<file path="config.mk">
export PLATFORM = sky130hd
export DESIGN_NAME = commit_queue
export DESIGN_NICKNAME = d
export VERILOG_FILES = /design/src/rtl/commit_pkg.sv /design/src/rtl/commit_fifo.sv /design/src/rtl/commit_queue.sv
export SDC_FILE = /design/constraint.sdc
export NUM_CORES = 2
export LEC_CHECK = 0
export CAP_MARGIN = 20
export CORE_UTILIZATION = 55
export CTS_CLUSTER_SIZE = 25
export DETAILED_ROUTE_END_ITERATION = 10
export DONT_BUFFER_PORTS = 1
export PLACE_DENSITY = 0.84
export SYNTH_ARGS = -nofsm -noshare
export SYNTH_HDL_FRONTEND = slang
export SYNTH_SLANG_ARGS = --single-unit
</file>
<file path="constraint.sdc">
create_clock -name clock -period 10.6 [get_ports clock]
set_clock_uncertainty 0.15 [all_clocks]
set_input_delay 2.12 -clock clock [delete_from_list [all_inputs] [get_ports clock]]
set_output_delay 2.12 -clock clock [all_outputs]
set_load 0.02 [all_outputs]
</file>
<file path="src/rtl/commit_pkg.sv">
// Shared types for the commit tracker: FSM state encoding and the queued entry layout.
package commit_pkg;

  typedef enum logic [1:0] {
    ST_RUN     = 2'd0,
    ST_DRAIN   = 2'd1,
    ST_HALT    = 2'd2,
    ST_TIMEOUT = 2'd3
  } commit_state_t;

  // Entry layout for the default 32-bit pc; the queue stores it flat as {ebreak, inst, pc}.
  localparam int ENTRY_XLEN = 32;

  typedef struct packed {
    logic [ENTRY_XLEN-1:0] pc;
    logic [31:0]           inst;
    logic                  ebreak;
  } commit_entry_t;

endpackage

</file>
<file path="src/rtl/commit_fifo.sv">
// Circular buffer taking up to NPUSH pre-compacted entries per cycle and popping one.
module commit_fifo #(
  parameter int DEPTH = 16,
  parameter int W     = 65,
  parameter int NPUSH = 2,
  localparam int CW   = $clog2(DEPTH + 1),
  localparam int PW   = $clog2(DEPTH),
  localparam int NW   = $clog2(NPUSH + 1)
) (
  input  logic                 clock,
  input  logic                 reset,
  input  logic [NW-1:0]        push_cnt,
  input  logic [NPUSH*W-1:0]   push_data,
  input  logic                 pop,
  output logic [W-1:0]         head,
  output logic [CW-1:0]        count
);

  logic [W-1:0]  mem [DEPTH];
  logic [PW-1:0] rd_ptr;
  logic [PW-1:0] wr_ptr;

  // Storage is not reset; the caller never trusts head while count is zero.
  always_ff @(posedge clock) begin
    for (int i = 0; i < NPUSH; i++) begin
      if (NW'(i) < push_cnt) begin
        mem[wr_ptr + PW'(i)] <= push_data[i*W +: W];
      end
    end
  end

  always_ff @(posedge clock) begin
    if (reset) begin
      rd_ptr <= '0;
      wr_ptr <= '0;
      count  <= '0;
    end else begin
      wr_ptr <= wr_ptr + PW'(push_cnt);
      if (pop) rd_ptr <= rd_ptr + 1'b1;
      count <= count + CW'(push_cnt) - CW'(pop);
    end
  end

  assign head = mem[rd_ptr];

endmodule

</file>
<file path="src/rtl/commit_queue.sv">
// Retire-to-harness commit tracker: lane compaction, ebreak truncation, halt/timeout FSM, counters.
module commit_queue
  import commit_pkg::*;
#(
  parameter int NCOMMIT = 2,
  parameter int DEPTH   = 16,
  parameter int XLEN    = 32,
  parameter int TIMEOUT = 4096
) (
  input  logic                  clock,
  input  logic                  reset,
  input  logic [NCOMMIT-1:0]    in_valid,
  input  logic [NCOMMIT*XLEN-1:0] in_pc,
  input  logic [NCOMMIT*32-1:0] in_inst,
  input  logic [NCOMMIT-1:0]    in_ebreak,
  output logic                  in_ready,
  output logic                  out_valid,
  output logic [XLEN-1:0]       out_pc,
  output logic [31:0]           out_inst,
  output logic                  out_ebreak,
  input  logic                  out_ready,
  output logic [63:0]           instret,
  output logic [63:0]           cycle,
  output logic                  halted,
  output logic                  timeout,
  output logic                  overflow,
  output logic [1:0]            state
);

  localparam int W  = XLEN + 33;
  localparam int CW = $clog2(DEPTH + 1);
  localparam int NW = $clog2(NCOMMIT + 1);
  localparam int IW = $clog2(TIMEOUT + 1);

  commit_state_t      st;
  logic [CW-1:0]      count;
  logic [W-1:0]       head;
  logic [NCOMMIT*W-1:0] push_data;
  logic [NW-1:0]      kept;
  logic [NW-1:0]      push_cnt;
  logic               hit;
  logic               accept;
  logic               pop;
  logic               overflow_evt;
  logic [IW-1:0]      idle;

  // Valid lanes pack into consecutive slots; the first ebreak lane ends the group.
  always_comb begin
    push_data = '0;
    kept      = '0;
    hit       = 1'b0;
    for (int i = 0; i < NCOMMIT; i++) begin
      if (in_valid[i] && !hit) begin
        push_data[kept*W +: W] = {in_ebreak[i], in_inst[i*32 +: 32], in_pc[i*XLEN +: XLEN]};
        kept = kept + 1'b1;
        hit  = in_ebreak[i];
      end
    end
  end

  assign in_ready     = (st == ST_RUN) && ((CW'(DEPTH) - count) >= CW'(NCOMMIT));
  assign push_cnt     = in_ready ? kept : '0;
  assign accept       = in_ready && (kept != '0);
  assign out_valid    = (count != '0);
  assign pop          = out_valid && out_ready;
  assign overflow_evt = (st == ST_RUN) && !in_ready && (|in_valid);

  commit_fifo #(.DEPTH(DEPTH), .W(W), .NPUSH(NCOMMIT)) u_fifo (
    .clock     (clock),
    .reset     (reset),
    .push_cnt  (push_cnt),
    .push_data (push_data),
    .pop       (pop),
    .head      (head),
    .count     (count)
  );

  assign out_pc     = out_valid ? head[XLEN-1:0]       : '0;
  assign out_inst   = out_valid ? head[XLEN +: 32]     : '0;
  assign out_ebreak = out_valid ? head[W-1]            : 1'b0;
  assign state      = st;

  always_ff @(posedge clock) begin
    if (reset) begin
      st       <= ST_RUN;
      instret  <= '0;
      cycle    <= '0;
      idle     <= '0;
      halted   <= 1'b0;
      timeout  <= 1'b0;
      overflow <= 1'b0;
    end else begin
      if (pop) instret <= instret + 64'd1;
      if (st == ST_RUN || st == ST_DRAIN) cycle <= cycle + 64'd1;
      if (overflow_evt) overflow <= 1'b1;
      if (accept) idle <= '0;
      else if (st == ST_RUN) idle <= idle + 1'b1;
      // Idle reaching TIMEOUT this edge means it sits one below before the increment.
      if (pop && head[W-1]) begin
        st     <= ST_HALT;
        halted <= 1'b1;
      end else if (st == ST_RUN) begin
        if (accept && hit) begin
          st <= ST_DRAIN;
        end else if (!accept && idle == IW'(TIMEOUT - 1)) begin
          st      <= ST_TIMEOUT;
          timeout <= 1'b1;
        end
      end
    end
  end

endmodule

</file>
=== Yosys cells after proc, flatten, opt, wreduce, memory -nomap -nowiden ===
Memory sizes are Yosys's and may differ from the RTL's. A register that Yosys moved wholly into a read port is not among the register bits.
Index checks and enable logic that the tools add are counted.

* Logic and storage cells: 79
* Memory bits (writable): 1040
* Bits in registers: 159
* Memories kept: 1

{| class="wikitable"
|+ Memory list
! memory !! depth !! bits a word !! read ports !! clocked after Yosys merged registers in !! wr ports !! RTL line !! source
|-
| u_fifo.mem || 16 || 65 || 1 || 1 || 2 || commit_fifo.sv:19 || <nowiki>logic [W-1:0] mem [DEPTH];</nowiki>
|}

* Muxes and demuxes: 21
* Bitwise operators: 2
* Equal/unequal tests: 2
* Add/sub/neg operators: 11
* Reductions and logical operators: 25
* Shifts and indexed selects: 2
* $mul: 1
* Magnitude comparators: 3

{| class="wikitable"
|+ Operators with widths
! operator !! number
|-
| $bwmux 130 || 1
|-
| $mux 130 || 1
|-
| $shift 65x34->130 const A || 1
|-
| $shiftx 65x34->130 || 1
|-
| $add 64x1->64 const B || 2
|-
| $mux 65 || 1
|-
| $mux 32 || 2
|-
| $neg 9->34 || 1
|-
| $add 13x1->13 const B || 1
|-
| $eq 13x12->1 const B || 1
|-
| $mux 2 || 6
|-
| $logic_and 1x1->1 || 9
|-
| $mul 2x7->9 const B || 1
|-
| $add 4x1->4 const B || 2
|-
| $mux 1 || 8
|-
| $mux 4 || 2
|-
| $reduce_bool 2->1 || 3
|-
| $reduce_or 2->1 || 3
|-
| $add 5x2->5 || 1
|-
| $ge 5x2->1 const B || 1
|-
| $reduce_bool 5->1 || 1
|-
| $sub 5x1->5 || 1
|-
| $sub 5x5->5 const A || 1
|-
| $add 4x2->4 || 1
|-
| 10 further kinds || 15
|}

=== Longest topological paths before layout ===
* Depth in word-level cells: 12
* Depth in mapped cells: 16

=== Hierarchy ===
A second synthesis with hierarchy kept.

* Cell total of the unflattened synthesis: 4059
* Area, all modules: 61325.1 µm²

{| class="wikitable"
|+ By module, submodules not included
! module !! instances !! cells an instance !! area each (µm²) !! seq. area each (µm²)
|-
| commit_fifo || 1 || 3005 || 52800.6 || 31570.3
|-
| commit_queue || 1 || 1054 || 8524.4 || 2922.8
|}

=== Least setup slack after synthesis ===
OpenSTA, ideal clock, no wires.

* Path kind: in2reg
* Start: input port in_valid[0]
* End: memory u_fifo.mem[12][0] (enable)
* Stages: 7
* Buffers on the path: 2
* Arrival: 9.813 ns
* Path slack: -0.029 ns
* Cell sequence: clkbuf_1 clkbuf_1 nand2_1 and2_1 ha_1 nor2_1 o41ai_1

{| class="wikitable"
|+ RTL lines
! element !! RTL line !! source
|-
| start, declared || commit_queue.sv:12 || <nowiki>input logic [NCOMMIT-1:0] in_valid,</nowiki>
|-
| end, declared || commit_fifo.sv:19 ||
|}

==> metrics.md <==
| Metric | Value |
|---|---|
| Status | complete, no violations |
| Comb power frac | 24.8% |
| Post-synth top area cell | edfxtp_1 |
| Synth top area cells | edfxtp_1 (53%), mux4_2 (12%), a21oi_1 (9.4%), nor2_1 (7.2%), dfxtp_1 (5.5%) |
| Post-CTS Setup Bufs | 0 |
| Core footprint | 106,000 µm² |
| Tcrit/Tclk final | 61.1% |
| Die height | 330 µm |
| GPL Wtd Cong | 0.889 |
| Tot Pwr | 13.4 mW |
| Number of synthesized flops with an enable pin | 1,040 |
| Post-Route WL | 178,000 µm |
| DRT Pass-1 Iters | 6 |
| RSZ-0062 raised after global routing | false |
| Final Setup Violations | 0 |
| Die ar. | 109,000 µm² |
| CTS buffer count | 119 |
| DP Area | 59,400 µm² |
| Max-Cap Viols | 0 |
| Antenna viol nets, final | 0 |
| Global route overflow | 0 |
| Reg clk slew, reported paths | around 0.07 ns |
| Sequential share of power | 43.5% |
| First-pass GRT wire length | 260,000 µm |
| Switch share | 30.7% |
| Initial DRC Count | approximately 7,800 |
| Worst hold start | idle[1] |
| Worst skew pair latency | ~0.73 ns |
| Worst r2r path cells | 11 |
| Largest net degree at the start of global routing | 147 |
| CTS Buffer Depth | 3 |
| Syn Nets | 5,213 |
| Power share of the clock group | 31.7% |
| Worst-margin pin slew | 1.21 ns |
| I/O pin total | ~340 |
| R2r startpoint | u_fifo.count[3] |
| Worst R2R Setup Slack | 5.42 ns |
| Achievable frequency | approximately 0.15 GHz |
| Worst slack at placement | ~4.5 ns |
| # nets final | 4,905 |
| IO buf count | 0 |
| Post-route setup slack | 4.12 ns |
| Leakage | roughly 20 nW |
| Hold WS | 0.348 ns |
| Clock Sinks | 1,203 |
| Crit-path max FO | 47 |
| Synth async-reset ratio | 0% |
| WHS Path Cells | 2 |
| CTS Hold Buffers Added | 0 |
| Core Util, Final | 59.9% |
| Vias | approximately 44,000 |
| Gate count of the mapped netlist | approximately 5,000 |
| Vias in the first global route | 41,900 |
| PD cells | around 210 nW/µm² |
| Fill count | 7,703 |
| Residual DRC | 0 |
| Distinct cells, synth | 53 |
| Fin. Hold Viols | 0 |
| Hold Path Sink | idle[1] |
| DP HPWL | 92,800 µm |
| Post_cts resized | 0 |
| Row count | 119 |
| Maximum VDD drop | 0.190 mV |
| Critical path type | reg -> out |
| Max-slew violations | 0 |
| Ys flop type | edfxtp_1 |
| Synthesized area | 59,000 µm² |
| Net Switching | 4.11 mW |
| H-tree depth | 3 |
| Crit path DAT | 4.21 ns |
| Required @ worst endpoint | 8.33 ns |
| Post-layout min period | 6.48 ns |
| Syn. warnings | 0 |
| P_int | 9.28 mW |
| Worst hold path class | reg -> reg |
| Sequential fraction of the synthesis area | 58.5% |
| Wirelength per Cell | 28.5 µm |
| Synthesized area per cell | 11.7 µm² |
| CP Capture Type | output port |
| Clk root buf | clkbuf_16 |
| Die extent in x | between 300 and 400 µm |
| Total Routing Usage GR | 32.2% |
| Final instance area | approximately 63,000 µm² |
| Terminus of the critical flop-to-flop path | u_fifo.mem[10][54] |
| CTS tree | done |
| Vias per inst | 7.02 |
| Slew headroom | about a fifth |
| Number of synthesized register bits | 1,203 |
| Share of cells above drive strength 1 | 12.7% |
| Synth-to-Final Area Change | 7.38% |
| Initial antenna violation count | 17 |
| Initial Util | 55.7% |
| Startpoint types | flip-flop |
| Share of the synthesized area in the top cell type | 52.9% |
through the flow:
stage,cells,setup TNS (ns)
floorplan,5059,-3.72
global placement,6018,0
detailed placement,6018,0
CTS,6241,0
global route,6247,0
finish,6251,0
layout make-up:
cell class / instances / area (µm²) / share of cell area [%]
diodes: 7 / 17.5 / 0.0276
clock buffers: 156 / 3250 / 5.13
clock inverters: 67 / 648 / 1.02
inverters: 34 / 129 / 0.203
multi-input cells: 3320 / 22500 / 35.5
flip-flops and latches: 1203 / 34500 / 54.5
well taps: 1391 / 1740 / 2.75
repair buffers: 73 / 609 / 0.962
cell usage in the layout, fill, tap and decap left out, types with 8 or more instances in the layout:
master | Yosys | layout
nor2_1 | 1133 | 1121
a21oi_1 | 1108 | 1108
edfxtp_1 | 1040 | 1040
mux4_2 | 324 | 324
dfxtp_1 | 163 | 159
nand2_1 | 123 | 123
clkbuf_16 | 0 | 121
and2_1 | 73 | 73
buf_4 | 0 | 68
a22o_1 | 66 | 66
nand3_1 | 56 | 56
o31ai_1 | 41 | 41
or4_1 | 39 | 39
nand4_1 | 39 | 39
xnor2_1 | 38 | 38
xor2_1 | 34 | 34
inv_1 | 34 | 33
or3_1 | 33 | 33
o21ai_0 | 33 | 33
clkinv_1 | 0 | 28
clkbuf_1 | 268 | 26
mux2i_1 | 21 | 21
nor3_1 | 18 | 17
ha_1 | 17 | 17
clkinv_2 | 0 | 16
and4_1 | 16 | 16
nor4_1 | 25 | 15
and3_1 | 15 | 15
nor2_4 | 1 | 13
nor4_2 | 6 | 10
clkbuf_8 | 0 | 9
nor2b_1 | 9 | 8
bufinv_16 | 0 | 8
power groups by stage:
stage / registers (mW) / logic [mW] / clock network [mW]
6_report: 5.82 / 3.32 / 4.25
5_1_grt: 5.84 / 3.50 / 4.44
4_1_cts: 5.81 / 3.28 / 4.25
3_5_place_dp: 5.91 / 3.26 / 0
3_3_place_gp: 5.89 / 3.16 / 0
2_1_floorplan: 5.81 / 2.51 / 0
cell usage after synthesis, drive strengths merged (34+ instances only):
cell,instances
inv,34
nand2,123
nor2,1134
o31ai,41
clkbuf,269
xor2,34
dfxtp,163
and2,73
buf,233
nand3,56
xnor2,38
nand4,40
a21oi,1108
mux4,324
a22o,66
or4,39
edfxtp,1040
worst max-delay path by stage:
stage	endpoint	slack, ns	cells after the start
final	out_pc[4]	4.12	4
after global routing	out_pc[4]	3.93	4
after CTS	out_pc[4]	4.09	4
after detailed placement	u_fifo.mem[0][45]	4.47	11
after global placement	u_fifo.mem[0][38]	4.42	11
after floorplan	u_fifo.mem[12][0]	-0.03	7
critical path: stages, from the launching register on:
cell and delay [ns]:
dfxtp_4 1.04, buf_4 0.87, mux4_2 0.61, mux4_2 0.53, and2_1 0.31
routing by layer:
layer	GRT usage [%]	vias up	routed length (µm)	share of wire, %
met5	0	-	169	0.095
met4	17.7	26	10800	6.1
met3	8.73	801	28100	16
met2	50.2	4012	81900	46
met1	41.1	20900	57300	32
li1	-	18100	-	-
logic make-up after synthesis:
kind of cell / after synthesis / share of synthesized area [%]
mux: 346 / 12.7
fa+ha+maj: 19 / 0.428
buf+inv: 536 / 3.88
xor+xnor: 72 / 1.07
simple gates: 1620 / 12.0
flops: 1203 / 58.5
compound gates: 1263 / 11.4
registers in the layout (all words and copies together) (netlist names), 2 cells and up, named ones only:
signal / cells
u_fifo.mem: 1040
u_fifo.wr_ptr: 4
u_fifo.rd_ptr: 4
cycle: 64
idle: 13
state: 2
u_fifo.count: 5
instret: 64
Power figures use the tool's default switching activity.
